===== src/rtl/axi_lite_reg_slave_if.sv =====
// AXI4-Lite bus bundle between a CPU-side master and a register-bank responder.
// Write (AW/W/B) and read (AR/R) channels are independent.
interface axi_lite_reg_slave_if #(
   parameter int unsigned DW = 32,
   parameter int unsigned AW = 12
);
   logic [AW-1:0]   awaddr;
   logic            awvalid;
   logic            awready;
   logic [DW-1:0]   wdata;
   logic [DW/8-1:0] wstrb;
   logic            wvalid;
   logic            wready;
   logic [1:0]      bresp;
   logic            bvalid;
   logic            bready;
   logic [AW-1:0]   araddr;
   logic            arvalid;
   logic            arready;
   logic [DW-1:0]   rdata;
   logic [1:0]      rresp;
   logic            rvalid;
   logic            rready;

   modport slave (
      input  awaddr, awvalid, wdata, wstrb, wvalid, bready, araddr, arvalid, rready,
      output awready, wready, bresp, bvalid, arready, rdata, rresp, rvalid
   );

   modport master (
      output awaddr, awvalid, wdata, wstrb, wvalid, bready, araddr, arvalid, rready,
      input  awready, wready, bresp, bvalid, arready, rdata, rresp, rvalid
   );
endinterface


===== src/rtl/axi_lite_reg_slave.sv =====
// AXI4-Lite register bank: NREG RW control words followed by NSTAT RO status words.
// One outstanding transaction per direction; AW and W may arrive in either order.
module axi_lite_reg_slave #(
   parameter int unsigned DW    = 32,
   parameter int unsigned AW    = 12,
   parameter int unsigned NREG  = 8,
   parameter int unsigned NSTAT = 4
) (
   input  logic                  clk,
   input  logic                  rstn,
   axi_lite_reg_slave_if.slave   bus,
   output logic [NREG*DW-1:0]    ctrl_o,
   input  logic [NSTAT*DW-1:0]   stat_i,
   output logic [NREG-1:0]       wr_pulse_o
);
   localparam int unsigned SW = DW / 8;
   localparam int unsigned LB = $clog2(SW);
   localparam int unsigned IW = AW - LB;

   localparam logic [1:0] RESP_OKAY   = 2'b00;
   localparam logic [1:0] RESP_SLVERR = 2'b10;
   localparam logic [1:0] RESP_DECERR = 2'b11;

   typedef enum logic [1:0] {W_IDLE, W_HOLD_AW, W_HOLD_W, W_RESP} wr_state_t;
   typedef enum logic       {R_IDLE, R_RESP} rd_state_t;

   wr_state_t wr_state, wr_next;
   rd_state_t rd_state, rd_next;

   logic                       live;
   logic [IW-1:0]              aw_idx_q;
   logic [DW-1:0]              wdata_q;
   logic [SW-1:0]              wstrb_q;
   logic [NREG-1:0][DW-1:0]    ctrl_q;
   logic [1:0]                 bresp_q;
   logic [DW-1:0]              rdata_q;
   logic [1:0]                 rresp_q;

   logic                       aw_hs, w_hs, ar_hs, commit;
   logic [IW-1:0]              c_idx;
   logic [DW-1:0]              c_data;
   logic [SW-1:0]              c_strb;
   logic [1:0]                 c_resp;
   logic [IW-1:0]              r_idx;
   logic [DW-1:0]              r_data;
   logic [1:0]                 r_resp;

   logic                       unused_addr_bits;
   assign unused_addr_bits = ^{bus.awaddr[LB-1:0], bus.araddr[LB-1:0]};

   // Keeps every ready low until the first edge after reset release.
   always_ff @(posedge clk or negedge rstn) begin
      if (!rstn) live <= 1'b0;
      else       live <= 1'b1;
   end

   assign bus.awready = live && (wr_state == W_IDLE || wr_state == W_HOLD_W);
   assign bus.wready  = live && (wr_state == W_IDLE || wr_state == W_HOLD_AW);
   assign bus.bvalid  = (wr_state == W_RESP);
   assign bus.bresp   = bresp_q;
   assign bus.arready = live && (rd_state == R_IDLE);
   assign bus.rvalid  = (rd_state == R_RESP);
   assign bus.rdata   = rdata_q;
   assign bus.rresp   = rresp_q;
   assign ctrl_o      = ctrl_q;

   assign aw_hs = bus.awvalid && bus.awready;
   assign w_hs  = bus.wvalid  && bus.wready;
   assign ar_hs = bus.arvalid && bus.arready;

   always_ff @(posedge clk or negedge rstn) begin
      if (!rstn) begin
         wr_state <= W_IDLE;
         rd_state <= R_IDLE;
      end else begin
         wr_state <= wr_next;
         rd_state <= rd_next;
      end
   end

   always_comb begin
      wr_next = wr_state;
      commit  = 1'b0;
      case (wr_state)
         W_IDLE: begin
            if (aw_hs && w_hs) commit  = 1'b1;
            else if (aw_hs)    wr_next = W_HOLD_AW;
            else if (w_hs)     wr_next = W_HOLD_W;
         end
         W_HOLD_AW: if (w_hs)       commit  = 1'b1;
         W_HOLD_W:  if (aw_hs)      commit  = 1'b1;
         W_RESP:    if (bus.bready) wr_next = W_IDLE;
         default:                   wr_next = W_IDLE;
      endcase
      if (commit) wr_next = W_RESP;
   end

   // The second handshake's live bus values bypass the holding registers.
   always_comb begin
      c_idx  = aw_hs ? bus.awaddr[AW-1:LB] : aw_idx_q;
      c_data = w_hs  ? bus.wdata : wdata_q;
      c_strb = w_hs  ? bus.wstrb : wstrb_q;
      if (32'(c_idx) < NREG)              c_resp = RESP_OKAY;
      else if (32'(c_idx) < NREG + NSTAT) c_resp = RESP_SLVERR;
      else                                c_resp = RESP_DECERR;
   end

   always_ff @(posedge clk or negedge rstn) begin
      if (!rstn) begin
         aw_idx_q   <= '0;
         wdata_q    <= '0;
         wstrb_q    <= '0;
         ctrl_q     <= '0;
         bresp_q    <= '0;
         wr_pulse_o <= '0;
      end else begin
         wr_pulse_o <= '0;
         if (aw_hs) aw_idx_q <= bus.awaddr[AW-1:LB];
         if (w_hs) begin
            wdata_q <= bus.wdata;
            wstrb_q <= bus.wstrb;
         end
         if (commit) begin
            bresp_q <= c_resp;
            for (int unsigned k = 0; k < NREG; k++) begin
               if (c_resp == RESP_OKAY && 32'(c_idx) == k) begin
                  wr_pulse_o[k] <= 1'b1;
                  for (int unsigned b = 0; b < SW; b++) begin
                     if (c_strb[b]) ctrl_q[k][b*8 +: 8] <= c_data[b*8 +: 8];
                  end
               end
            end
         end
      end
   end

   always_comb begin
      rd_next = rd_state;
      case (rd_state)
         R_IDLE:  if (ar_hs)      rd_next = R_RESP;
         R_RESP:  if (bus.rready) rd_next = R_IDLE;
         default:                 rd_next = R_IDLE;
      endcase
   end

   always_comb begin
      r_idx  = bus.araddr[AW-1:LB];
      r_data = '0;
      r_resp = RESP_DECERR;
      for (int unsigned k = 0; k < NREG; k++) begin
         if (32'(r_idx) == k) begin
            r_data = ctrl_q[k];
            r_resp = RESP_OKAY;
         end
      end
      for (int unsigned k = 0; k < NSTAT; k++) begin
         if (32'(r_idx) == NREG + k) begin
            r_data = stat_i[k*DW +: DW];
            r_resp = RESP_OKAY;
         end
      end
   end

   // ctrl_q is read before any same-edge commit lands, so reads see the old value.
   always_ff @(posedge clk or negedge rstn) begin
      if (!rstn) begin
         rdata_q <= '0;
         rresp_q <= '0;
      end else if (ar_hs) begin
         rdata_q <= r_data;
         rresp_q <= r_resp;
      end
   end
endmodule


===== src/flat_wrapper.sv =====
// flat-port wrapper written by rule: the top's interface ports become plain ports
module axi_lite_reg_slave_flat 
#(
   parameter int unsigned DW    = 32,
   parameter int unsigned AW    = 12,
   parameter int unsigned NREG  = 8,
   parameter int unsigned NSTAT = 4
)
  (clk, rstn, ctrl_o, stat_i, wr_pulse_o, bus_awaddr, bus_awvalid, bus_wdata, bus_wstrb, bus_wvalid, bus_bready, bus_araddr, bus_arvalid, bus_rready, bus_awready, bus_wready, bus_bresp, bus_bvalid, bus_arready, bus_rdata, bus_rresp, bus_rvalid);
  axi_lite_reg_slave_if #(.DW(DW), .AW(AW)) bus_i ();
  input  logic clk;
  input  logic rstn;
  output logic [NREG*DW-1:0] ctrl_o;
  input  logic [NSTAT*DW-1:0] stat_i;
  output logic [NREG-1:0] wr_pulse_o;
  input wire logic [$bits(bus_i.awaddr)-1:0] bus_awaddr;
  input wire logic [$bits(bus_i.awvalid)-1:0] bus_awvalid;
  input wire logic [$bits(bus_i.wdata)-1:0] bus_wdata;
  input wire logic [$bits(bus_i.wstrb)-1:0] bus_wstrb;
  input wire logic [$bits(bus_i.wvalid)-1:0] bus_wvalid;
  input wire logic [$bits(bus_i.bready)-1:0] bus_bready;
  input wire logic [$bits(bus_i.araddr)-1:0] bus_araddr;
  input wire logic [$bits(bus_i.arvalid)-1:0] bus_arvalid;
  input wire logic [$bits(bus_i.rready)-1:0] bus_rready;
  output wire logic [$bits(bus_i.awready)-1:0] bus_awready;
  output wire logic [$bits(bus_i.wready)-1:0] bus_wready;
  output wire logic [$bits(bus_i.bresp)-1:0] bus_bresp;
  output wire logic [$bits(bus_i.bvalid)-1:0] bus_bvalid;
  output wire logic [$bits(bus_i.arready)-1:0] bus_arready;
  output wire logic [$bits(bus_i.rdata)-1:0] bus_rdata;
  output wire logic [$bits(bus_i.rresp)-1:0] bus_rresp;
  output wire logic [$bits(bus_i.rvalid)-1:0] bus_rvalid;
  assign bus_i.awaddr = bus_awaddr;
  assign bus_i.awvalid = bus_awvalid;
  assign bus_i.wdata = bus_wdata;
  assign bus_i.wstrb = bus_wstrb;
  assign bus_i.wvalid = bus_wvalid;
  assign bus_i.bready = bus_bready;
  assign bus_i.araddr = bus_araddr;
  assign bus_i.arvalid = bus_arvalid;
  assign bus_i.rready = bus_rready;
  assign bus_awready = bus_i.awready;
  assign bus_wready = bus_i.wready;
  assign bus_bresp = bus_i.bresp;
  assign bus_bvalid = bus_i.bvalid;
  assign bus_arready = bus_i.arready;
  assign bus_rdata = bus_i.rdata;
  assign bus_rresp = bus_i.rresp;
  assign bus_rvalid = bus_i.rvalid;
  axi_lite_reg_slave #(.DW(DW), .AW(AW), .NREG(NREG), .NSTAT(NSTAT)) u_core (.clk(clk), .rstn(rstn), .bus(bus_i), .ctrl_o(ctrl_o), .stat_i(stat_i), .wr_pulse_o(wr_pulse_o));
endmodule

===== config.mk =====
export PLATFORM = sky130hd
export DESIGN_NAME = axi_lite_reg_slave_flat
export DESIGN_NICKNAME = d
export VERILOG_FILES = /design/src/rtl/axi_lite_reg_slave_if.sv /design/src/rtl/axi_lite_reg_slave.sv /design/src/flat_wrapper.sv
export SDC_FILE = /design/constraint.sdc
export NUM_CORES = 1
export LEC_CHECK = 0
export ABC_CLOCK_PERIOD_IN_PS = 2400
export CAP_MARGIN = 15
export CORE_MARGIN = 2
export CORE_UTILIZATION = 48
export CTS_CLUSTER_SIZE = 14
export DETAILED_ROUTE_END_ITERATION = 16
export GPL_TIMING_DRIVEN = 0
export PLACE_DENSITY_LB_ADDON = 0.1
export SETUP_SLACK_MARGIN = 0.5
export SKIP_LAST_GASP = 1
export SLEW_MARGIN = 20
export SYNTH_ARGS = -nofsm -noshare
export SYNTH_HDL_FRONTEND = slang
export SYNTH_SLANG_ARGS = --single-unit
export TNS_END_PERCENT = 50

===== constraint.sdc =====
create_clock -name clk -period 2.4 [get_ports clk]
set_clock_uncertainty 0.1 [all_clocks]
set_input_delay 0.36 -clock clk [delete_from_list [all_inputs] [get_ports clk]]
set_output_delay 0.36 -clock clk [all_outputs]
set_load 0.005 [all_outputs]

After elaboration in Yosys (flattened, before gate mapping) --
Cells that the tools add are included.
Storage, ports and cells: register bits 350, input port bits 195, output and inout port bits 305, logic and storage cells 175
Cells by class: $lt $le $gt $ge 2, equal/unequal tests 24, muxes and demuxes 51, bitwise operators 1, reduce and logical (&&, ||, !) cells 55
Operators with widths (count):
- two-way mux 32 bit | 13
- AND reduction 3 bit | 32
- == test 10 x 3 -> 1 bit, second input constant | 8
- == test 10 x 2 -> 1 bit, second input constant | 4
- == test 10 x 4 -> 1 bit, second input constant | 4
- two-way mux 2 bit | 18
- == test 10 x 1 -> 1 bit, second input constant | 2
- logical NOT 10 bit | 2
- less-than comparator 10 x 4 -> 1 bit, second input constant | 2
- logical AND 1 bit | 15
- two-way mux 1 bit | 14
- two-way mux 10 bit | 1
- two-way mux 8 bit | 1
- != test 3 x 2 -> 1 bit, second input constant | 2
- == test 2 bit, second input constant | 2
- logical NOT 2 bit | 2
- two-way mux 4 bit | 1
- != test 4 x 1 -> 1 bit, second input constant | 1
- one-hot mux 2 bit (2 select lines) | 1
- AND reduction 4 bit | 1
- one-hot mux 1 bit (3 select lines) | 1
- nonzero test 3 bit | 1
- == test 2 x 1 -> 1 bit, second input constant | 1
- logical OR 1 bit | 2
- 2 further kinds | 2

Longest topological paths before layout --
Gate-level depths: netlist of run 1.
depth after elaboration 13, gate-level depth with buffers 9, depth with buffers taken out 5

Worst setup path before layout of run 1 --
OpenSTA, ideal clock, no wires.
kind input-to-reg, start point in bus_araddr[2], end point reg u_core.rdata_q[10] (netlist: u_core.bus.rdata[10]), setup time 0.126 ns, arrival time 2.146 ns, data required time 2.174 ns, setup slack 0.028 ns, stages 6, buffers on the path 2, path through clkbuf_1 -> clkbuf_1 -> mux4_2 -> a21oi_1 -> o21ai_0 -> a221o_1
Between the ends: cells in the longest elaborated chain, start to end 13, elaborated cells on any way between the ends 24, those cells by class 11 x eq/ne; 12 x mux; 1 x reduce/logical
RTL lines:
- start, declared | RTL line flat_wrapper.sv:22 | input wire logic [$bits(bus_i.araddr)-1:0] bus_araddr;
- logical NOT 10 bit | RTL line axi_lite_reg_slave.sv:151 | if (32'(r_idx) == k) begin
- two-way mux 32 bit (8 in series) | RTL line axi_lite_reg_slave.sv:151
- two-way mux 32 bit (3 in series) | RTL line axi_lite_reg_slave.sv:157 | if (32'(r_idx) == NREG + k) begin
- two-way mux 32 bit * | RTL line axi_lite_reg_slave.sv:157
- end signal, assigned | RTL line axi_lite_reg_slave.sv:170 | rdata_q <= r_data;
- end, declared | RTL line axi_lite_reg_slave.sv:36 | logic [DW-1:0] rdata_q;
Every way passes the cells marked *; elsewhere a longest branch is shown, timed or not. A chain may end at the register's enable or synchronous reset.

Final worst setup path of run 1 --
start point reg u_core.wr_state[0], end point reg u_core.ctrl_q (netlist bit u_core.ctrl_o[147])
Between the ends: cells in the longest elaborated chain, start to end 11, elaborated cells on any way between the ends 25, those cells by class 2 x order compare; 3 x eq/ne; 9 x mux; 11 x reduce/logical
RTL lines:
- start, declared | RTL line axi_lite_reg_slave.sv:27 | wr_state_t wr_state, wr_next;
- start signal, assigned | RTL line axi_lite_reg_slave.sv:76 | wr_state <= wr_next;
- == test 2 bit / logical NOT 2 bit (equally long branches) | RTL line axi_lite_reg_slave.sv:57, axi_lite_reg_slave.sv:84, axi_lite_reg_slave.sv:58
- logical OR 1 bit | RTL line axi_lite_reg_slave.sv:57 | assign bus.awready = live && (wr_state == W_IDLE || wr_state == W_HOLD_W);
- logical AND 1 bit | RTL line axi_lite_reg_slave.sv:57
- logical AND 1 bit | RTL line axi_lite_reg_slave.sv:67 | assign aw_hs = bus.awvalid && bus.awready;
- two-way mux 10 bit
- less-than comparator 10 x 4 -> 1 bit | RTL line axi_lite_reg_slave.sv:104 | else if (32'(c_idx) < NREG + NSTAT) c_resp = RESP_SLVERR;
- two-way mux 1 bit | RTL line axi_lite_reg_slave.sv:104
- two-way mux 2 bit | RTL line axi_lite_reg_slave.sv:103 | if (32'(c_idx) < NREG) c_resp = RESP_OKAY;
- logical NOT 2 bit | RTL line axi_lite_reg_slave.sv:126 | if (c_resp == RESP_OKAY && 32'(c_idx) == k) begin
- logical AND 1 bit | RTL line axi_lite_reg_slave.sv:126
- AND reduction 3 bit (no line)
- end signal, assigned by index | RTL line axi_lite_reg_slave.sv:129 | if (c_strb[b]) ctrl_q[k][b*8 +: 8] <= c_data[b*8 +: 8];
- end, declared | RTL line axi_lite_reg_slave.sv:34 | logic [NREG-1:0][DW-1:0] ctrl_q;
Several ways; a longest one is shown, not always the timed one.

==> reports/summary.log, run 1 <==
[status] status finished, violations left
[status] violations in the final reports setup timing
[global_route] antenna violations before repair 15
[placement] RD Place Congestion 0.967
[synthesis] number of different library cells in the post-synthesis netlist 56
[worst_setup_path] cell family with the largest share of critical-path delay buffers and inverters
[worst_setup_path] most frequent cell on the critical path sky130_fd_sc_hd__buf_6
[min_path] worst min-delay path class input pin to async pin
[synthesis] number of cells produced by synthesis 1526
[layout] area growth from synthesis to layout 53.9%
[clock_network] root buffer selected by CTS sky130_fd_sc_hd__clkbuf_16
[floorplan] core outline area 35300 sq um
[placement] count of input and output buffers 492
[worst_setup_path] startpoint type of the worst setup path flop
[synthesis] adder-cell share of the synthesized area 0
[routing] post-detailed-route count of antenna-violating nets 0
[floorplan] Die Ht 192 microns
[routing] sum of routed wire length over all layers 80.3 mm
[synthesis] share of flip-flops with an asynchronous set or reset after synthesis 1.00
[sta] fin crit share 1.01
[synthesis] syn_nets 1721
[worst_setup_path] data required time of the critical path 2720 ps
[worst_setup_path] type of element capturing the critical path flop
[routing] DR vias/cell 6.36
[synthesis] main area contributors after synthesis sky130_fd_sc_hd__dfrtp_1, sky130_fd_sc_hd__o21ai_0, sky130_fd_sc_hd__mux2_2
[placement] worst setup slack before clock tree synthesis -1130 ps
[layout] area taken by flip-flops and latches 8730 sq um
[clock_network] Num CTS Buffers 39
[global_route] number of global-route vias before repair 16804
[synthesis] simple logic cell fraction of the synthesized area 0.0650
[synthesis] most common flop cell mapped by yosys sky130_fd_sc_hd__dfrtp_1
[worst_setup_path] top fanout value on the critical path 8
[floorplan] number of core rows 69
[synthesis] xor and xnor area share after synthesis 0
[placement] post-detail-place hpwl 58.2 mm
[clock_network] number of sinks driven by the clock tree 349
[floorplan] io pins 500
[layout] commonest cells after routing, fill and taps aside sky130_fd_sc_hd__clkdlybuf4s50_1, sky130_fd_sc_hd__dfrtp_1, sky130_fd_sc_hd__o21ai_0, sky130_fd_sc_hd__o21ai_1, sky130_fd_sc_hd__mux2_2
[power_and_ir_drop] Peak VDD IR 0.770 mV
[synthesis] fraction of the yosys area taken by sequential cells 0.512
[worst_setup_path] crit path cell chain nand3b_1, buf_6, buf_6, and4bb_2, o211ai_1, buf_4, nor2_4, buf_12, mux2_4
[sta] Worst-Margin Slew 747 ps
[floorplan] starting utilization of the core area 0.483
[layout] Multi-input gate area 8580 sq um
[layout] cell area after layout 26200 sq um
[routing] final routed wire length divided by cell count 30.5 microns
[sta] final worst-path setup slack -22.0 ps
[global_route] maximum number of pins on one net before global-route repair 97
[clock_network] clock network latency to the later pin of the worst-skew pair 540 ps
[layout] number of nets in the layout 2328
[synthesis] multiplexer area fraction after synthesis 0.188
[clock_network] number of buffers on the longest clock path 3
[sta] RSZ-0062 raised after global routing true
[sta] worst max-slew margin expressed relative to the limit 0.497
[run] total of max-cap violations 0
[worst_setup_path] critical path type flop to flop
[layout] layout filler cell count 2467
[synthesis] share of the synthesized area in compound gates (AO/OA/AOI/OAI) 0.195
[worst_setup_path] Buf+Inv Stages, Crit Path 4
[sta] number of failing setup endpoints in the final timing report 17
[layout] most common library cell in the layout ignoring fill and taps sky130_fd_sc_hd__clkdlybuf4s50_1
[routing] DRC violations left 0
[worst_setup_path] largest stage delay on the critical path 430 ps
[sta] timing-limited maximum frequency 0.413 GHz
[layout] share of cells above drive strength 1 0.270
[sta] Final Slew Violations 0
[clock_network] TritonCTS clock tree yes
[routing] count of vias placed by the detailed router 16777
[synthesis] Yosys reg bits 349
[sta] shortest period the worst path allows 2420 ps
[synthesis] Yosys warnings 0
[synthesis] number of enable-type register cells in the synthesized netlist 0
[global_route] GRT Overall Usage 0.422
[worst_setup_path] data arrival time of the worst path 2740 ps
[synthesis] area fraction of the dominant cell type after synthesis 0.512
[synthesis] Yosys top cell by area sky130_fd_sc_hd__dfrtp_1
[placement] placement-stage cell area 22900 sq um
[worst_setup_path] slowest cell on the critical path sky130_fd_sc_hd__dfrtp_1
[clock_network] htree depth 2
[routing] number of detailed-route iterations in the first pass 6
[synthesis] dominant combinational cell family by area after synthesis compound AO/OA/AOI/OAI gates
[synthesis] Synth Area per Inst 11.2 sq um
[routing] number of DRC markers in iteration 0 1652
[power_and_ir_drop] Leak 11.3 nW
[sta] Final Hold Vio Count 0
[sta] accumulated negative setup slack -244 ps
[floorplan] DIE AREA 37000 sq um
[floorplan] width of the die 192 microns
[global_route] Congestion Overflow GR 0
[synthesis] synthesized area 17000 sq um
[clock_network] clock slew seen by the registers of the worst setup and hold paths 60 ps
[global_route] global-route wire length before repair 113 mm
[power_and_ir_drop] pwr/cell area 670 nW/um^2
cells by family after synthesis:
| logic type | count (synthesis) |
|---|---|
| other cells | 1 |
| flops | 349 |
| simple gates | 195 |
| buf+inv | 166 |
| mux | 247 |
| compound gates | 568 |
Yosys cell counts (2+ instances only):
master	count
sky130_fd_sc_hd__a221o_1	14
sky130_fd_sc_hd__o21ai_0	374
sky130_fd_sc_hd__a211oi_1	2
sky130_fd_sc_hd__buf_4	2
sky130_fd_sc_hd__clkbuf_1	95
sky130_fd_sc_hd__mux2i_1	44
sky130_fd_sc_hd__and4b_1	2
sky130_fd_sc_hd__o211ai_1	6
sky130_fd_sc_hd__o21ai_1	2
sky130_fd_sc_hd__nand2_1	43
sky130_fd_sc_hd__o21a_1	2
sky130_fd_sc_hd__a21o_1	29
sky130_fd_sc_hd__mux4_2	43
sky130_fd_sc_hd__nor3_1	37
sky130_fd_sc_hd__nor2_1	21
sky130_fd_sc_hd__dfrtp_1	349
sky130_fd_sc_hd__nand4_1	8
sky130_fd_sc_hd__nor4bb_1	2
sky130_fd_sc_hd__nand3_1	4
sky130_fd_sc_hd__a22o_1	13
sky130_fd_sc_hd__a211o_1	13
sky130_fd_sc_hd__or2_2	23
sky130_fd_sc_hd__a31oi_1	6
sky130_fd_sc_hd__nor3_2	2
sky130_fd_sc_hd__a221oi_1	27
sky130_fd_sc_hd__a21oi_1	43
sky130_fd_sc_hd__and2_1	2
sky130_fd_sc_hd__or3_1	3
sky130_fd_sc_hd__nand2b_1	9
sky130_fd_sc_hd__or4_4	2
sky130_fd_sc_hd__nand3b_1	5
sky130_fd_sc_hd__nor4_4	3
sky130_fd_sc_hd__nor2b_1	10
sky130_fd_sc_hd__inv_1	36
sky130_fd_sc_hd__buf_2	26
sky130_fd_sc_hd__mux2_2	157
sky130_fd_sc_hd__buf_1	6
sky130_fd_sc_hd__nor4_1	2
sky130_fd_sc_hd__a22oi_1	29
sky130_fd_sc_hd__nor2_2	12
sky130_fd_sc_hd__nor4b_1	2
sky130_fd_sc_hd__mux2_1	2
flip-flops by register name, indices dropped and copies added (netlist names):
register	flops
u_core.wr_pulse_o	8
u_core.ctrl_o	256
u_core.wdata_q	32
u_core.bus.rvalid	1
u_core.live	1
u_core.wstrb_q	4
u_core.bus.rresp	1
u_core.aw_idx_q	10
u_core.bus.rdata	32
u_core.bus.bresp	2
u_core.wr_state	2
final cells by class:
class                           instances  share of cell area
Antenna cell                           14             0.00134
Tap cell                              461              0.0220
Timing Repair Buffer                  564               0.222
Clock inverter                         13             0.00625
Clock buffer                           56              0.0439
Inverter                               36             0.00515
Multi-Input combinational cell       1013               0.327
Buffer                                130              0.0392
Sequential cell                       349               0.333
routing by layer:
metal	vias up	global-route usage	share of wire
met5	-	0	0.00035
li1	6912	-	-
met4	4	0.244	0.065
met1	8490	0.531	0.36
met2	1120	0.664	0.46
met3	251	0.106	0.11
final timing paths:
| kind | slack (ps) | from | cells past startpoint | endpoint |
|---|---|---|---|---|
| max reg2reg | -20 | u_core.wr_state[0] | 9 | u_core.ctrl_o[147] |
| max | -20 | u_core.wr_state[0] | 9 | u_core.ctrl_o[147] |
| min in group clk | 300 | bus_araddr[5] | 3 | u_core.bus.rresp[0] |
| max in group asynchronous | 920 | rstn | 4 | u_core.ctrl_o[45] |
| min reg2reg | 390 | u_core.bus.rdata[18] | 1 | u_core.bus.rdata[18] |
| min | 200 | rstn | 2 | u_core.live |
through the flow:
stage	std cells	hold slack [ps]	util	total power [mW]
6_report	2636	199	0.743	17.6
3_5_place_dp	2484	146	0.650	10.3
3_3_place_gp	2479	370	0.646	10.2
2_1_floorplan	1526	-35.6	-	8.47
4_1_cts	2599	201	0.724	17.0
5_1_grt	2631	221	0.743	18.0
worst register-to-register path, delay by kind of cell, from the launching register on:
kind / cells / cell delay [ps]
buffers and inverters: 4 / 670
and+or+nand+nor: 3 / 650
DFF: 1 / 430
muxes: 1 / 310
AOI/OAI and AO/OA: 1 / 150
power by group:
group	switching [mW]	total [mW]	internal (mW)	leakage, nW
sequential	0.410	6.84	6.43	4.74
combinational	2.70	4.55	1.84	5.88
clock	2.52	6.19	3.67	0.644
total	5.64	17.6	11.9	11.3
repair_timing:
item | 4_1_cts | 5_1_grt
gates resized for setup | 279 | 235
endpoints found under the hold margin | 122 | 0
cloned | 8 | 2
hold buffers | 1 | 0
endpoints found under the setup margin | 544 | 612
setup buffers | 37 | 21
pin swaps | 38 | 19
No activity file was read; power rests on OpenSTA's default activity.
==> inputs of run 2 (changes only) <==
ABC_AREA = 1   (was unset)
CORE_UTILIZATION = 49   (was 48)
==> run 2 against run 1 <==
- the flow still finishes with violations (setup timing)
- critical path type unchanged
- non-clock buffer count fell by 50
- critical path depth rose by 7
- global-route usage fell by 5.4 points
- combinational power fell by 15%
==> reports/summary.log, run 2 <==
[clock_network] clock network latency to the later pin of the worst-skew pair 530 ps [was 540 ps]
[placement] count of input and output buffers 495 [was 492]
[worst_setup_path] type of element capturing the critical path flop [unchanged]
[synthesis] share of flip-flops with an asynchronous set or reset after synthesis 1.00 [unchanged]
[power_and_ir_drop] pwr/cell area 614 nW/um^2 [was 670 nW/um^2]
[worst_setup_path] worst flop-to-flop path startpoint u_core.wr_state[0] [unchanged]
[sta] worst max-slew margin expressed relative to the limit 0.524 [was 0.497]
[clock_network] htree depth 2 [unchanged]
[layout] number of standard cells in the final layout excluding fillers 3367 [was 2636]
[worst_setup_path] worst-case reg-to-reg path depth 16 [was 9]
[synthesis] commonest cells in the netlist sky130_fd_sc_hd__nand2_1, sky130_fd_sc_hd__inv_1, sky130_fd_sc_hd__dfrtp_1, sky130_fd_sc_hd__nor2_1, sky130_fd_sc_hd__a21oi_1 [was sky130_fd_sc_hd__o21ai_0, sky130_fd_sc_hd__dfrtp_1, sky130_fd_sc_hd__mux2_2, sky130_fd_sc_hd__clkbuf_1, sky130_fd_sc_hd__mux2i_1]
[clock_network] root buffer selected by CTS sky130_fd_sc_hd__clkbuf_16 [unchanged]
[clock_network] TritonCTS clock tree yes [unchanged]
[routing] DRC violations left 0 [unchanged]
[min_path] worst min-delay path class input pin to async pin [unchanged]
[floorplan] io pins 500 [unchanged]
[layout] commonest cells after routing, fill and taps aside sky130_fd_sc_hd__nand2_1, sky130_fd_sc_hd__clkdlybuf4s50_1, sky130_fd_sc_hd__inv_1, sky130_fd_sc_hd__dfrtp_1, sky130_fd_sc_hd__nor2_1 [was sky130_fd_sc_hd__clkdlybuf4s50_1, sky130_fd_sc_hd__dfrtp_1, sky130_fd_sc_hd__o21ai_0, sky130_fd_sc_hd__o21ai_1, sky130_fd_sc_hd__mux2_2]
[status] violations in the final reports setup timing [unchanged]
[worst_setup_path] origin of the worst setup path u_core.wr_state[0] [unchanged]
[global_route] number of global-route vias before repair 17779 [was 16804]
[global_route] Congestion Overflow GR 0 [unchanged]
[floorplan] starting utilization of the core area 0.497 [was 0.483]
[synthesis] Yosys top cell by area sky130_fd_sc_hd__dfrtp_1 [unchanged]
[synthesis] main area contributors after synthesis sky130_fd_sc_hd__dfrtp_1, sky130_fd_sc_hd__nand2_1, sky130_fd_sc_hd__inv_1 [was sky130_fd_sc_hd__dfrtp_1, sky130_fd_sc_hd__o21ai_0, sky130_fd_sc_hd__mux2_2]
[floorplan] number of core rows 69 [unchanged]
[routing] number of detailed-route iterations in the first pass 5 [was 6]
[sta] Final Slew Violations 0 [unchanged]
[layout] flip-flop count of the largest register, all copies and words added 256 [unchanged]
[status] status finished, violations left [unchanged]
[sta] number of failing setup endpoints in the final timing report 256 [was 17]
[sta] timing-limited maximum frequency 0.389 GHz [was 0.413 GHz]
[worst_setup_path] crit path cell chain inv_2, nand3_4, buf_8, nand2_1, nand2_1, nor2_2, nand2_2, nor2_4, nand3_4, clkinv_4, nand2_8, nor2_8, buf_8, nor2_2, a21oi_2, inv_1 [was nand3b_1, buf_6, buf_6, and4bb_2, o211ai_1, buf_4, nor2_4, buf_12, mux2_4]
[synthesis] synthesized area 17600 sq um [was 17000 sq um]
[synthesis] fraction of the yosys area taken by sequential cells 0.496 [was 0.512]
[layout] share of cells above drive strength 1 0.199 [was 0.270]
[clock_network] clock slew seen by the registers of the worst setup and hold paths 60 ps [about the same]
[worst_setup_path] register-to-register path setup slack -170 ps [was -20 ps]
[synthesis] Yosys warnings 0 [unchanged]
[sta] Final Hold Vio Count 0 [unchanged]
[synthesis] number of cells produced by synthesis 2250 [was 1526]
[floorplan] core outline area 35500 sq um [was 35300 sq um]
[worst_setup_path] top fanout value on the critical path 8 [unchanged]
[power_and_ir_drop] Peak VDD IR 0.508 mV [was 0.770 mV]
[worst_setup_path] data arrival time of the worst path 2890 ps [was 2740 ps]
[layout] most common library cell in the layout ignoring fill and taps sky130_fd_sc_hd__nand2_1 [was sky130_fd_sc_hd__clkdlybuf4s50_1]
[placement] RD Place Congestion 0.911 [was 0.967]
[layout] cell area after layout 27200 sq um [was 26200 sq um]
[worst_setup_path] slowest cell on the critical path sky130_fd_sc_hd__dfrtp_1 [unchanged]
[worst_setup_path] data required time of the critical path 2720 ps [about the same]
[global_route] maximum number of pins on one net before global-route repair 95 [was 97]
[layout] number of nets in the layout 3072 [was 2328]
[sta] final worst-path setup slack -170 ps [was -22.0 ps]
[layout] area growth from synthesis to layout 54.4% [was 53.9%]
[routing] count of vias placed by the detailed router 18289 [was 16777]
[routing] sum of routed wire length over all layers 71.9 mm [was 80.3 mm]
[sta] RSZ-0062 raised after global routing true [unchanged]
[synthesis] count leader, synth sky130_fd_sc_hd__nand2_1 [was sky130_fd_sc_hd__o21ai_0]
[floorplan] DIE AREA 37500 sq um [was 37000 sq um]
[global_route] GRT Overall Usage 0.368 [was 0.422]
[power_and_ir_drop] power consumption 16.7 mW [was 17.6 mW]
[power_and_ir_drop] Leak 14.0 nW [was 11.3 nW]
[worst_setup_path] startpoint type of the worst setup path flop [unchanged]
[placement] post-detail-place hpwl 51.2 mm [was 58.2 mm]
[synthesis] area fraction of the dominant cell type after synthesis 0.496 [was 0.512]
[worst_setup_path] critical path type flop to flop [unchanged]
[routing] DR vias/cell 5.43 [was 6.36]
[synthesis] most common flop cell mapped by yosys sky130_fd_sc_hd__dfrtp_1 [unchanged]
[global_route] global-route wire length before repair 106 mm [was 113 mm]
[floorplan] Die Ht 194 microns [was 192 microns]
[sta] Worst-Margin Slew 714 ps [was 747 ps]
[clock_network] number of buffers on the longest clock path 3 [unchanged]
[routing] final routed wire length divided by cell count 21.4 microns [was 30.5 microns]
[sta] shortest period the worst path allows 2570 ps [was 2420 ps]
[sta] fin crit share 1.07 [was 1.01]
[clock_network] Num CTS Buffers 39 [unchanged]
[floorplan] width of the die 194 microns [was 192 microns]
[routing] post-detailed-route count of antenna-violating nets 0 [unchanged]
[synthesis] syn_nets 2445 [was 1721]
[synthesis] number of different library cells in the post-synthesis netlist 41 [was 56]
[routing] number of DRC markers in iteration 0 1469 [was 1652]
[run] total of max-cap violations 0 [unchanged]
[global_route] antenna violations before repair 3 [was 15]
[placement] post-placement cell count 3210 [was 2484]
[clock_network] number of sinks driven by the clock tree 349 [unchanged]
[synthesis] number of enable-type register cells in the synthesized netlist 0 [unchanged]
[synthesis] Synth Area per Inst 7.83 sq um [was 11.2 sq um]
[synthesis] Yosys reg bits 349 [unchanged]
[placement] placement-stage cell area 23300 sq um [was 22900 sq um]
[worst_setup_path] worst r2r dst u_core.ctrl_o[101] [was u_core.ctrl_o[147]]
[worst_setup_path] largest stage delay on the critical path 390 ps [was 430 ps]
-- run 2: cell types whose count changed in the layout (fill, tap and decap cells not counted), moves of 75 or more --
cell | before | now
sky130_fd_sc_hd__nand2_1 | 37 | 567
sky130_fd_sc_hd__inv_1 | 36 | 388
sky130_fd_sc_hd__o21ai_0 | 274 | 9
sky130_fd_sc_hd__nor2_1 | 19 | 159
sky130_fd_sc_hd__mux2_2 | 80 | 0
sky130_fd_sc_hd__mux2_4 | 79 | 0
sky130_fd_sc_hd__a21boi_2 | 0 | 76
sky130_fd_sc_hd__o21ai_1 | 80 | 5
-- run 2: what timing repair did --
item                       in CTS  in global routing
pin swaps                      35                 29
setup buffers                  59                 10
hold buffers                    1                  0
setup endpoints to repair     466                545
gates cloned                   12                  5
hold endpoints to repair       58                  0
gates resized for setup       370                277
-- run 2: worst max path at each step --
stage	cells after the start	slack [ps]	endpoint
final	16	-170	u_core.ctrl_o[101]
after global routing	16	-280	u_core.ctrl_o[121]
after CTS	16	-150	u_core.ctrl_o[224]
after detailed placement	13	-1590	u_core.bus.rdata[16]
after global placement	1	-14710	u_core.bus.rdata[10]
after floorplan	16	160	u_core.ctrl_o[101]
-- run 2: cell type report --
class,count,area (sq um)
flip-flops and latches,349,8730
multi-input cells,1417,8350
fillers,2497,8270
repair buffers,579,5970
inverters,423,1690
clock buffers,54,1160
well taps,461,577
plain buffers,65,569
clock inverters,13,144
repair inverters,3,13.8
diodes,3,7.51
-- run 2: stage by stage --
step            util  setup slack (ps)  hold slack, ps  setup TNS (ps)
5_1_grt        0.767              -279             318          -56350
3_3_place_gp   0.653            -14710             363        -5282910
4_1_cts        0.737              -147             279          -21860
2_1_floorplan      -               159           -35.6               0
3_5_place_dp   0.656             -1590             222         -187300
6_report       0.767              -170             253          -23820
-- run 2: power breakdown --
| part | switching [mW] | total [mW] | internal, mW |
|---|---|---|---|
| Clock | 2.47 | 6.17 | 3.70 |
| Combinational | 2.66 | 3.88 | 1.22 |
| Sequential | 0.241 | 6.65 | 6.41 |
| Total | 5.37 | 16.7 | 11.3 |
-- run 2: cell families (layout without fill, tap and decap cells) --
kind of cell / after synthesis / in the layout / share of synthesized area
AND/OR/NAND/NOR: 1062 / 1066 / 0.263
buffers and inverters: 488 / 1137 / 0.110
AO/OA/AOI/OAI: 350 / 350 / 0.131
other: 1 / 4 / 0.000213
flip-flops: 349 / 349 / 0.496
-- run 2: worst max-delay path: cells and delay by family (launching register included) --
family / cells / cell delay [ps]
and+or+nand+nor: 10 / 1220
buffers and inverters: 5 / 590
DFF: 1 / 390
AOI/OAI and AO/OA: 1 / 140
-- run 2: layer usage --
metal  GRT usage  vias to the layer above  part of all wire
met3      0.0682                      196             0.081
met5           0                        -                 0
met4       0.178                        0             0.058
met1       0.495                     8909              0.40
li1            -                     8242                 -
met2       0.578                      942              0.46
